## src/rtl/commit_mon_pkg.sv

```systemverilog
// Shared types and width helpers for the commit monitor.
// The optional alignment check is enabled by defining COMMIT_MON_ALIGN_CHK_EN.
package commit_mon_pkg;

    typedef enum logic [1:0] {
        ST_IDLE    = 2'd0,
        ST_RUN     = 2'd1,
        ST_HALT    = 2'd2,
        ST_TIMEOUT = 2'd3
    } mon_state_e;

    // Number of bits needed to encode values 0..value-1, never less than one.
    function automatic int clog2_min1(input int value);
        int width;
        width = 1;
        while ((32'sd1 <<< width) < value) begin
            width = width + 1;
        end
        return width;
    endfunction

endpackage

```

## src/rtl/commit_mon_chan.sv

```systemverilog
// One monitored commit stream: FSM, retire/stall/repeat counters and PC history RAM.
// With COMMIT_MON_ALIGN_CHK_EN defined, a misaligned commit PC is flagged and ends the run.
module commit_mon_chan
    import commit_mon_pkg::*;
#(
    parameter int  PC_W        = 32,
    parameter int  CNT_W       = 32,
    parameter int  HIST_DEPTH  = 8,
    parameter int  TIMEOUT     = 1024,
    parameter int  HALT_REPEAT = 4,
    localparam int IDX_W       = clog2_min1(HIST_DEPTH)
) (
    input  logic             clk,
    input  logic             reset,
    input  logic             clear,
    input  logic             insn_vld,
    input  logic [PC_W-1:0]  pc,
    input  logic [IDX_W-1:0] rd_idx,
    output logic [PC_W-1:0]  rd_pc,
    output logic             rd_vld,
    output logic [CNT_W-1:0] retired,
    output logic             halt,
    output logic             timeout
`ifdef COMMIT_MON_ALIGN_CHK_EN
    ,
    output logic             align_err
`endif
);

    localparam int PTR_W   = clog2_min1(HIST_DEPTH);
    localparam int FILL_W  = clog2_min1(HIST_DEPTH + 1);
    localparam int STALL_W = clog2_min1(TIMEOUT + 1);
    localparam int REP_W   = clog2_min1(HALT_REPEAT + 1);

    localparam logic [FILL_W-1:0]  FILL_MAX  = FILL_W'(HIST_DEPTH);
    localparam logic [STALL_W-1:0] STALL_MAX = STALL_W'(TIMEOUT);
    localparam logic [REP_W-1:0]   REP_MAX   = REP_W'(HALT_REPEAT);

    mon_state_e         state_r, state_nxt_s;
    logic [STALL_W-1:0] stall_r, stall_nxt_s;
    logic [REP_W-1:0]   rep_r, rep_nxt_s;
    logic [PC_W-1:0]    last_pc_r, last_pc_nxt_s;
    logic [PTR_W-1:0]   wr_ptr_r, wr_ptr_nxt_s, rd_ptr_s;
    logic [FILL_W-1:0]  fill_r, fill_nxt_s;
    logic [CNT_W-1:0]   retired_r, retired_nxt_s;
    logic               halt_r, halt_nxt_s;
    logic               timeout_r, timeout_nxt_s;
    logic               hist_we_s;
    logic               srst_s;
    logic [PC_W-1:0]    mem_r [HIST_DEPTH];
`ifdef COMMIT_MON_ALIGN_CHK_EN
    logic               align_err_r, align_nxt_s;
`endif

    assign srst_s = reset | clear;

    // Next-state and counter update for one commit stream.
    always_comb begin
        state_nxt_s   = state_r;
        stall_nxt_s   = stall_r;
        rep_nxt_s     = rep_r;
        last_pc_nxt_s = last_pc_r;
        wr_ptr_nxt_s  = wr_ptr_r;
        fill_nxt_s    = fill_r;
        retired_nxt_s = retired_r;
        halt_nxt_s    = halt_r;
        timeout_nxt_s = timeout_r;
        hist_we_s     = 1'b0;
`ifdef COMMIT_MON_ALIGN_CHK_EN
        align_nxt_s   = align_err_r;
`endif
        case (state_r)
            ST_IDLE, ST_RUN: begin
                if (insn_vld) begin
                    stall_nxt_s   = {STALL_W{1'b0}};
                    hist_we_s     = 1'b1;
                    wr_ptr_nxt_s  = wr_ptr_r + PTR_W'(1);
                    last_pc_nxt_s = pc;
                    if (fill_r != FILL_MAX) begin
                        fill_nxt_s = fill_r + FILL_W'(1);
                    end else begin
                        fill_nxt_s = fill_r;
                    end
                    if (retired_r != {CNT_W{1'b1}}) begin
                        retired_nxt_s = retired_r + CNT_W'(1);
                    end else begin
                        retired_nxt_s = retired_r;
                    end
                    // The first commit after reset has no previous PC to match against.
                    if (state_r == ST_IDLE) begin
                        rep_nxt_s = REP_W'(1);
                    end else if (pc != last_pc_r) begin
                        rep_nxt_s = REP_W'(1);
                    end else if (rep_r != REP_MAX) begin
                        rep_nxt_s = rep_r + REP_W'(1);
                    end else begin
                        rep_nxt_s = rep_r;
                    end
                    if ((state_r == ST_RUN) && (rep_nxt_s == REP_MAX)) begin
                        state_nxt_s = ST_HALT;
                        halt_nxt_s  = 1'b1;
                    end else begin
                        state_nxt_s = ST_RUN;
                    end
`ifdef COMMIT_MON_ALIGN_CHK_EN
                    if (pc[1:0] != 2'b00) begin
                        align_nxt_s   = 1'b1;
                        timeout_nxt_s = 1'b1;
                        halt_nxt_s    = halt_r;
                        state_nxt_s   = ST_TIMEOUT;
                    end else begin
                        align_nxt_s   = align_err_r;
                    end
`endif
                end else if (stall_r == STALL_MAX) begin
                    state_nxt_s   = ST_TIMEOUT;
                    timeout_nxt_s = 1'b1;
                end else begin
                    stall_nxt_s = stall_r + STALL_W'(1);
                end
            end
            ST_HALT, ST_TIMEOUT: begin
                state_nxt_s = state_r;
            end
            default: begin
                state_nxt_s = ST_IDLE;
            end
        endcase
    end

    // State and counter registers; reset and clear override any commit.
    always_ff @(posedge clk) begin
        if (srst_s) begin
            state_r     <= ST_IDLE;
            stall_r     <= {STALL_W{1'b0}};
            rep_r       <= {REP_W{1'b0}};
            last_pc_r   <= {PC_W{1'b0}};
            wr_ptr_r    <= {PTR_W{1'b0}};
            fill_r      <= {FILL_W{1'b0}};
            retired_r   <= {CNT_W{1'b0}};
            halt_r      <= 1'b0;
            timeout_r   <= 1'b0;
`ifdef COMMIT_MON_ALIGN_CHK_EN
            align_err_r <= 1'b0;
`endif
        end else begin
            state_r     <= state_nxt_s;
            stall_r     <= stall_nxt_s;
            rep_r       <= rep_nxt_s;
            last_pc_r   <= last_pc_nxt_s;
            wr_ptr_r    <= wr_ptr_nxt_s;
            fill_r      <= fill_nxt_s;
            retired_r   <= retired_nxt_s;
            halt_r      <= halt_nxt_s;
            timeout_r   <= timeout_nxt_s;
`ifdef COMMIT_MON_ALIGN_CHK_EN
            align_err_r <= align_nxt_s;
`endif
        end
    end

    // History RAM write port; contents need no reset because the fill count gates reads.
    always_ff @(posedge clk) begin
        if (hist_we_s && !srst_s) begin
            mem_r[wr_ptr_r] <= pc;
        end
    end

    // History read: index 0 is the entry just behind the write pointer.
    always_comb begin
        rd_ptr_s = wr_ptr_r - PTR_W'(1) - rd_idx;
        if (FILL_W'(rd_idx) < fill_r) begin
            rd_vld = 1'b1;
            rd_pc  = mem_r[rd_ptr_s];
        end else begin
            rd_vld = 1'b0;
            rd_pc  = {PC_W{1'b0}};
        end
    end

    assign retired   = retired_r;
    assign halt      = halt_r;
    assign timeout   = timeout_r;
`ifdef COMMIT_MON_ALIGN_CHK_EN
    assign align_err = align_err_r;
`endif

endmodule

```

## src/rtl/commit_monitor.sv

```systemverilog
// Multi-channel RISC-V commit monitor: per-channel halt/timeout detection plus PC history readout.
// Define COMMIT_MON_ALIGN_CHK_EN to add the o_align_err port and misaligned-PC detection.
module commit_monitor
    import commit_mon_pkg::*;
#(
    parameter int  NUM_CH      = 1,
    parameter int  PC_W        = 32,
    parameter int  CNT_W       = 32,
    parameter int  HIST_DEPTH  = 8,
    parameter int  TIMEOUT     = 1024,
    parameter int  HALT_REPEAT = 4,
    localparam int HCH_W       = clog2_min1(NUM_CH),
    localparam int IDX_W       = clog2_min1(HIST_DEPTH)
) (
    input  logic                    i_clk,
    input  logic                    i_reset,
    input  logic                    i_clear,
    input  logic [NUM_CH-1:0]       i_insn_vld,
    input  logic [NUM_CH*PC_W-1:0]  i_pc,
    input  logic [HCH_W-1:0]        i_hist_ch,
    input  logic [IDX_W-1:0]        i_hist_idx,
    output logic [PC_W-1:0]         o_hist_pc,
    output logic                    o_hist_vld,
    output logic [NUM_CH*CNT_W-1:0] o_retired,
    output logic [NUM_CH-1:0]       o_halt,
    output logic [NUM_CH-1:0]       o_timeout,
    output logic                    o_done
`ifdef COMMIT_MON_ALIGN_CHK_EN
    ,
    output logic [NUM_CH-1:0]       o_align_err
`endif
);

    logic [PC_W-1:0]   chan_pc_s [NUM_CH];
    logic [NUM_CH-1:0] chan_vld_s;
    logic [PC_W-1:0]   sel_pc_s;
    logic              sel_vld_s;

    for (genvar k = 0; k < NUM_CH; k++) begin : g_ch
        commit_mon_chan #(
            .PC_W        (PC_W),
            .CNT_W       (CNT_W),
            .HIST_DEPTH  (HIST_DEPTH),
            .TIMEOUT     (TIMEOUT),
            .HALT_REPEAT (HALT_REPEAT)
        ) u_chan (
            .clk       (i_clk),
            .reset     (i_reset),
            .clear     (i_clear),
            .insn_vld  (i_insn_vld[k]),
            .pc        (i_pc[k*PC_W +: PC_W]),
            .rd_idx    (i_hist_idx),
            .rd_pc     (chan_pc_s[k]),
            .rd_vld    (chan_vld_s[k]),
            .retired   (o_retired[k*CNT_W +: CNT_W]),
            .halt      (o_halt[k]),
            .timeout   (o_timeout[k])
`ifdef COMMIT_MON_ALIGN_CHK_EN
            ,
            .align_err (o_align_err[k])
`endif
        );
    end

    // Channel select for history readout; an out-of-range channel selects nothing.
    always_comb begin
        sel_pc_s  = {PC_W{1'b0}};
        sel_vld_s = 1'b0;
        for (int k = 0; k < NUM_CH; k++) begin
            sel_pc_s  = sel_pc_s | ((HCH_W'(k) == i_hist_ch) ? chan_pc_s[k] : {PC_W{1'b0}});
            sel_vld_s = sel_vld_s | ((HCH_W'(k) == i_hist_ch) & chan_vld_s[k]);
        end
    end

    // Registered history read data.
    always_ff @(posedge i_clk) begin
        if (i_reset || i_clear) begin
            o_hist_pc  <= {PC_W{1'b0}};
            o_hist_vld <= 1'b0;
        end else begin
            o_hist_pc  <= sel_pc_s;
            o_hist_vld <= sel_vld_s;
        end
    end

    assign o_done = &(o_halt | o_timeout);

endmodule
```

## config.mk

```make
export PLATFORM = sky130hd
export DESIGN_NAME = commit_monitor
export DESIGN_NICKNAME = d
export VERILOG_FILES = /design/src/rtl/commit_mon_pkg.sv /design/src/rtl/commit_mon_chan.sv /design/src/rtl/commit_monitor.sv
export SDC_FILE = /design/constraint.sdc
export NUM_CORES = 1
export LEC_CHECK = 0
export CELL_PAD_IN_SITES_DETAIL_PLACEMENT = 1
export CELL_PAD_IN_SITES_GLOBAL_PLACEMENT = 1
export CORE_ASPECT_RATIO = 2
export CORE_UTILIZATION = 52
export CTS_CLUSTER_SIZE = 12
export DETAILED_ROUTE_END_ITERATION = 8
export PLACE_DENSITY = 0.86
export SLEW_MARGIN = 0
export SYNTH_ARGS = -nofsm -noshare
export SYNTH_HDL_FRONTEND = slang
export SYNTH_HIERARCHICAL = 1
export SYNTH_SLANG_ARGS = --single-unit
export TNS_END_PERCENT = 100
```

## constraint.sdc

```tcl
create_clock -name i_clk -period 9.9 [get_ports i_clk]
set_input_delay 1.98 -clock i_clk [delete_from_list [all_inputs] [get_ports i_clk]]
set_output_delay 1.98 -clock i_clk [all_outputs]
set_load 0.005 [all_outputs]
```

Yosys cells after proc, flatten, opt, wreduce, memory -nomap -nowiden:

Memory sizes are Yosys's and may differ from the RTL's. A register that Yosys moved wholly into a read port is not among the register bits.
Index checks and enable logic that the tools add are counted.
Widths: inputs -> output; s select.

* flip-flop bits (word level): 90
* bits in writable memories: 256
* output and inout port bits: 68
* word-level logic and storage cells: 68
* memories kept: 1

* $add $sub $neg: 7
* order comparisons: 1
* eq/ne operators: 11
* multiplexer cells: 16
* bitwise logic cells: 7
* reductions and logical operators: 15

Memories
* g_ch[0].u_chan.mem_r: depth 8, width 32, read ports 1, clocked after memory_dff 1, wr ports 1, RTL line commit_mon_chan.sv:50 `logic [PC_W-1:0] mem_r [HIST_DEPTH];`

Operator list (number)
* $add 32x1->32 const B: 1
* $ne 32x32->1: 1
* $ne 32x32->1 const B: 1
* $mux 11: 2
* $mux 3: 5
* $reduce_and 3->1: 4
* $add 11x1->11 const B: 1
* $eq 11x11->1 const B: 1
* $mux 2: 4
* $add 3x1->3 const B: 2
* $reduce_and 2->1: 3
* $mux 1: 5
* $add 4x1->4 const B: 1
* $eq 2x2->1 const B: 2
* $lt 3x4->1: 1
* $ne 4x4->1 const B: 1
* $not 1->1: 4
* $reduce_or 2->1: 2
* $eq 3x3->1 const B: 1
* $ne 3x2->1 const B: 1
* $ne 3x3->1 const B: 1
* $reduce_or 3->1: 1
* $sub 3x1->3 const B: 1
* $sub 3x3->3: 1
* other kinds (8): 10

Depth between registers and ports, before layout:

* depth in word-level cells: 11
* mapped depth: 10
* mapped depth without buffers: 9

Hierarchy:

The synthesis kept the hierarchy.

By module, submodules not included
* commit_mon_chan: instances 1, cells each 988, area an instance 14157.3 um^2, sequential area each 9469.1 um^2
* commit_monitor: instances 1, cells each 79, area an instance 1283.7 um^2, sequential area each 660.6 um^2

Worst setup path after synthesis:

Ideal clock, no wire load.

* kind: input to register
* from: input i_clear
* to: memory g_ch[0].u_chan.mem_r[4][0], enable pin
* library setup time: 0.468 ns
* arrival time: 5.164 ns
* required time: 9.432 ns
* path slack: 4.268 ns
* stages: 4
* buffers on the path: 1
* cells stage by stage: or2_2 > clkbuf_1 > or3_1 > nor3b_1

* word-level cells in the longest chain between the ends: 5

RTL lines
* start: declaration: RTL line commit_monitor.sv:17 `input logic i_clear,`
* $or 1x1->1: RTL line commit_mon_chan.sv:55 `assign srst_s = reset | clear;`
* $logic_not 1->1: RTL line commit_mon_chan.sv:164 `if (hist_we_s && !srst_s) begin`
* $logic_and 1x1->1: RTL line commit_mon_chan.sv:164
* $mux 1: RTL line commit_mon_chan.sv:164
* $mux 1 (implied by the code): RTL line commit_mon_chan.sv:165 `mem_r[wr_ptr_r] <= pc;`
* end: declaration: RTL line commit_mon_chan.sv:50

No other way between the ends.

Final worst setup path:

* from: input i_insn_vld
* to: memory g_ch[0].u_chan.mem_r[5][28], enable pin

* word-level cells in the longest chain between the ends: 5

RTL lines
* start: declaration: RTL line commit_monitor.sv:18 `input logic [NUM_CH-1:0] i_insn_vld,`
* $mux 1: RTL line commit_mon_chan.sv:74 `if (insn_vld) begin`
* $mux 1: RTL line commit_mon_chan.sv:72 `case (state_r)`
* $logic_and 1x1->1: RTL line commit_mon_chan.sv:164
* $mux 1: RTL line commit_mon_chan.sv:164
* $mux 1 (implied by the code): RTL line commit_mon_chan.sv:165

No other way between the ends.

==> impl_metrics.ini <==
[clock_network]
cts_buffers = 38
tritoncts = yes
buffer_cell_driving_the_clock_tree_root = sky130_fd_sc_hd__clkbuf_16
worstSkewPairLatency_ns = 0.54
postCtsResizedCells = 0
clock_sinks = 378
maximum_count_of_clock_buffers_along_a_single_path = 3
clk_pin_slew_ns = 0.06
postCtsHoldBufs = 0
clock_tree.htree_level_count = 2
buffers_inserted_during_post_cts_setup_optimization = 0

[routing]
met2_wirelength_um = 22380
vias = 9602
number_of_design_rule_violations_left_by_the_first_detailed_router_iteration = 608
routedWlPerCell_um = 25.70
detailed_route_drc_error_count = 0
drt.antenna.violating_nets = 0
drt-vias-per-instance = 6.159
topmost_layer_with_routed_signal_wires = met4
met1Wirelength_um = 14270
firstDrtPassIters = 5
postRouteWirelength_um = 40070
met3RoutedLength_um = 1695

[power_and_ir_drop]
share_clk_of_total_power = 0.413
switching_power_w = 0.0007225
cellLeakagePower_nw = 5.639
max-vdd-ir-drop_mv = 0.1219
power.internal_w = 0.002573
seq_power_share = 0.517
swShare = 0.2192
cellPowerDensity_nw_per_um2 = 183.2
share_comb_of_total_power = 0.070
report.power.total_w = 0.003296

[final_layout]
stdcell_area_um2 = 17990
drive_gt1_frac = 0.1528
layout_common_cells = sky130_fd_sc_hd__edfxtp_1, sky130_fd_sc_hd__nand2_1, sky130_fd_sc_hd__dfxtp_1
area_growth_pct = 16.54
count_of_nets_after_finishing = 1221
layout_commonest_cell = sky130_fd_sc_hd__edfxtp_1
finish.cell_count_without_fillers = 1559

[timing]
holdWs_ns = 0.4669
period_needed_ns = 5.017
maxClockFrequency_ghz = 0.1993
worst_slew_pin_slew_ns = 1.370
timing.final.max_slew_violations = 0
worst_slew_margin_rel = 0.08465
fin_setup_tns_ns = 0
timing.final.crit_share = 0.5068
report.final.setup_viol = 0
setup_skew_ns = 0.02084
timing.final.hold_violations = 0
rsz_0062_raised_after_global_routing = no

[yosys]
ys_seq_elements = 378
synth_compound_gate_area_share = 0.05145
synth_simple_gate_area_share = 0.1296
synth_adder_area_share = 0.01021
share_of_synthesized_area_occupied_by_flip_flops_and_latches = 0.6560
post_synthesis_cell_area_um2 = 15440
synth-xor-area-share = 0.03290
combinational_family_with_the_most_area_after_synthesis = simple AND/OR/NAND/NOR gates
netlist_instances = 1067
synth.distinct_cells = 57
ys.flop_type = sky130_fd_sc_hd__edfxtp_1
synth-warning-count = 6
synth.avg_cell_area_um2 = 14.47
synthArstFlopShare = 0
synth.mux.area_fraction = 0.09464
syn_nets = 1119
synth-edff-count = 256

[critical_path]
reg2reg_slack_ns = 6.59
path_max_fanout = 46
timing.critical_path.cells = clkdlybuf4s50_1 > nor2b_4 > buf_4 > nand3_1 > nor3b_2 > buf_4
crit-reg2reg-capture = g_ch[0].u_chan/mem_r[5][28]
r2r.worst_path.cells = 5
crit_path_max_incr_delay_ns = 1.03
crit_path_top_delay_cell = sky130_fd_sc_hd__nor3b_2
cp.depth = 6
critPathCapture = g_ch[0].u_chan/mem_r[5][28]
critPathTopFamily = simple AND/OR/NAND/NOR gates
critical_path.startpoint_type = input port
timing.critical_path.to_type = register
timing_worst_setup_path_type = input port to register
cp_num_buf_inv = 3
startpoint = i_insn_vld
arrival_time_at_the_worst_endpoint_ns = 5.20
critical_path.most_common_cell = sky130_fd_sc_hd__buf_4
timing.critical_path.required_ns = 10.09
r2r-start = g_ch[0].u_chan/state_r[1]

[worst_hold_path]
min-delay-path-class = register to register

[global_route]
grt_first_pass_wirelength_um = 61450
grt_pass1_vias = 10620
globalRoute.totalOverflow = 0
number_of_antenna_violations_at_the_first_check_in_global_routing = 0
maximum_number_of_pins_on_one_net_before_global_route_repair = 79
grt_usage = 0.2764

[placed_design]
postPlaceCellArea_um2 = 16840
place.port_buffers = 107
place.gp.congestion = 0.8752
dpl.cell_count = 1489
dp.final_hpwl_um = 24760

[die]
die_span_in_x_um = 123.9
num_rows = 88
die-area_um2 = 30430
core_area_um2 = 29070
start_util = 0.5312
chipHeight_um = 245.7
top_level_ports = 108

[flow_run]
timing.max_cap.violations = 0

[run_status]
outcome = finished clean
==> per-layer routing <==
layer	track usage	vias to the layer above
li1	-	4219
met1	0.2994	4965
met2	0.5114	312
met3	0.04453	106
met4	0.1265	0
met5	0	-
==> cell families (layout without fill, tap and decap cells) <==
kind of cell	after synthesis	count (layout)
buffers and inverters	80	211
AND/OR/NAND/NOR	337	337
flip-flops	378	378
AO/OA/AOI/OAI	136	136
adder cells (fa/ha/maj)	12	12
other	0	1
multiplexers	66	66
XOR/XNOR	58	58
==> metrics by stage <==
step           utilization  worst slack (ns)
4_1_cts             0.6190             4.839
3_3_place_gp        0.5792             4.595
2_1_floorplan            -             4.268
3_5_place_dp        0.5792             4.347
6_report            0.6191             4.883
5_1_grt             0.6190             4.709
==> sequential cells by signal, summed over array words and instances, names as in the netlist <==
signal / cells
g_ch.u_chan/fill_r: 4
o_hist_vld: 1
g_ch.u_chan/timeout: 1
g_ch.u_chan/retired: 32
g_ch.u_chan/mem_r: 256
g_ch.u_chan/last_pc_r: 32
g_ch.u_chan/rep_r: 3
o_hist_pc: 32
g_ch.u_chan/wr_ptr_r: 3
g_ch.u_chan/state_r: 2
g_ch.u_chan/halt: 1
g_ch.u_chan/stall_r: 11
==> worst min-delay path by stage <==
stage | cells after the start | endpoint | from | slack (ns)
finish | 2 | g_ch[0].u_chan/halt | g_ch[0].u_chan/halt | 0.47
global route | 2 | g_ch[0].u_chan/timeout | g_ch[0].u_chan/timeout | 0.50
CTS | 2 | g_ch[0].u_chan/halt | g_ch[0].u_chan/halt | 0.47
detailed placement | 2 | g_ch[0].u_chan/halt | g_ch[0].u_chan/halt | 0.46
global placement | 2 | g_ch[0].u_chan/halt | g_ch[0].u_chan/halt | 0.45
floorplan | 2 | g_ch[0].u_chan/rep_r[1] | g_ch[0].u_chan/rep_r[1] | 0.45
==> cell usage after synthesis (6+ instances only) <==
master                     count  area, um^2
sky130_fd_sc_hd__a21oi_1      97       485.5
sky130_fd_sc_hd__and4_1        7       61.31
sky130_fd_sc_hd__buf_2        11       55.05
sky130_fd_sc_hd__buf_6         8       90.09
sky130_fd_sc_hd__clkbuf_1     36       135.1
sky130_fd_sc_hd__dfxtp_1     122        2442
sky130_fd_sc_hd__edfxtp_1    256        7687
sky130_fd_sc_hd__ha_1         11       137.6
sky130_fd_sc_hd__inv_1        19       71.32
sky130_fd_sc_hd__mux4_2       64        1441
sky130_fd_sc_hd__nand2_1     153       574.3
sky130_fd_sc_hd__nand3_1      19       95.09
sky130_fd_sc_hd__nand4_1      25       156.4
sky130_fd_sc_hd__nor2_1       32       120.1
sky130_fd_sc_hd__nor3_1       10       50.05
sky130_fd_sc_hd__nor4_1        7       43.79
sky130_fd_sc_hd__nor4b_2      27       405.4
sky130_fd_sc_hd__o21ai_0      12       60.06
sky130_fd_sc_hd__o21ai_1       6       30.03
sky130_fd_sc_hd__or3_1        17       106.4
sky130_fd_sc_hd__xnor2_1      48       420.4
sky130_fd_sc_hd__xor2_1       10       87.58
==> area by class of cell <==
| class | instances | area [um^2] |
|---|---|---|
| Fill cell | 2748 | 11070 |
| Sequential cell | 378 | 10130 |
| Multi-Input combinational cell | 609 | 5009 |
| Timing Repair Buffer | 123 | 1176 |
| Clock buffer | 66 | 1140 |
| Tap cell | 360 | 450.4 |
| Inverter | 19 | 71.32 |
| Clock inverter | 3 | 16.27 |
| Antenna cell | 1 | 2.502 |
==> power groups by stage <==
stage	clock network, W	registers [W]	logic (W)
3_3_place_gp	0	0.00174	0.000219
4_1_cts	0.00138	0.00170	0.000233
5_1_grt	0.00144	0.00171	0.000247
2_1_floorplan	0	0.00174	0.000146
3_5_place_dp	0	0.00174	0.000230
6_report	0.00136	0.00170	0.000230
==> tightest hold or removal path, cell delays in order (launching register included) <==
cell	delay, ns
sky130_fd_sc_hd__dfxtp_1	0.32
sky130_fd_sc_hd__inv_1	0.05
sky130_fd_sc_hd__a21oi_1	0.05
No activity file was read; power rests on OpenSTA's default activity.
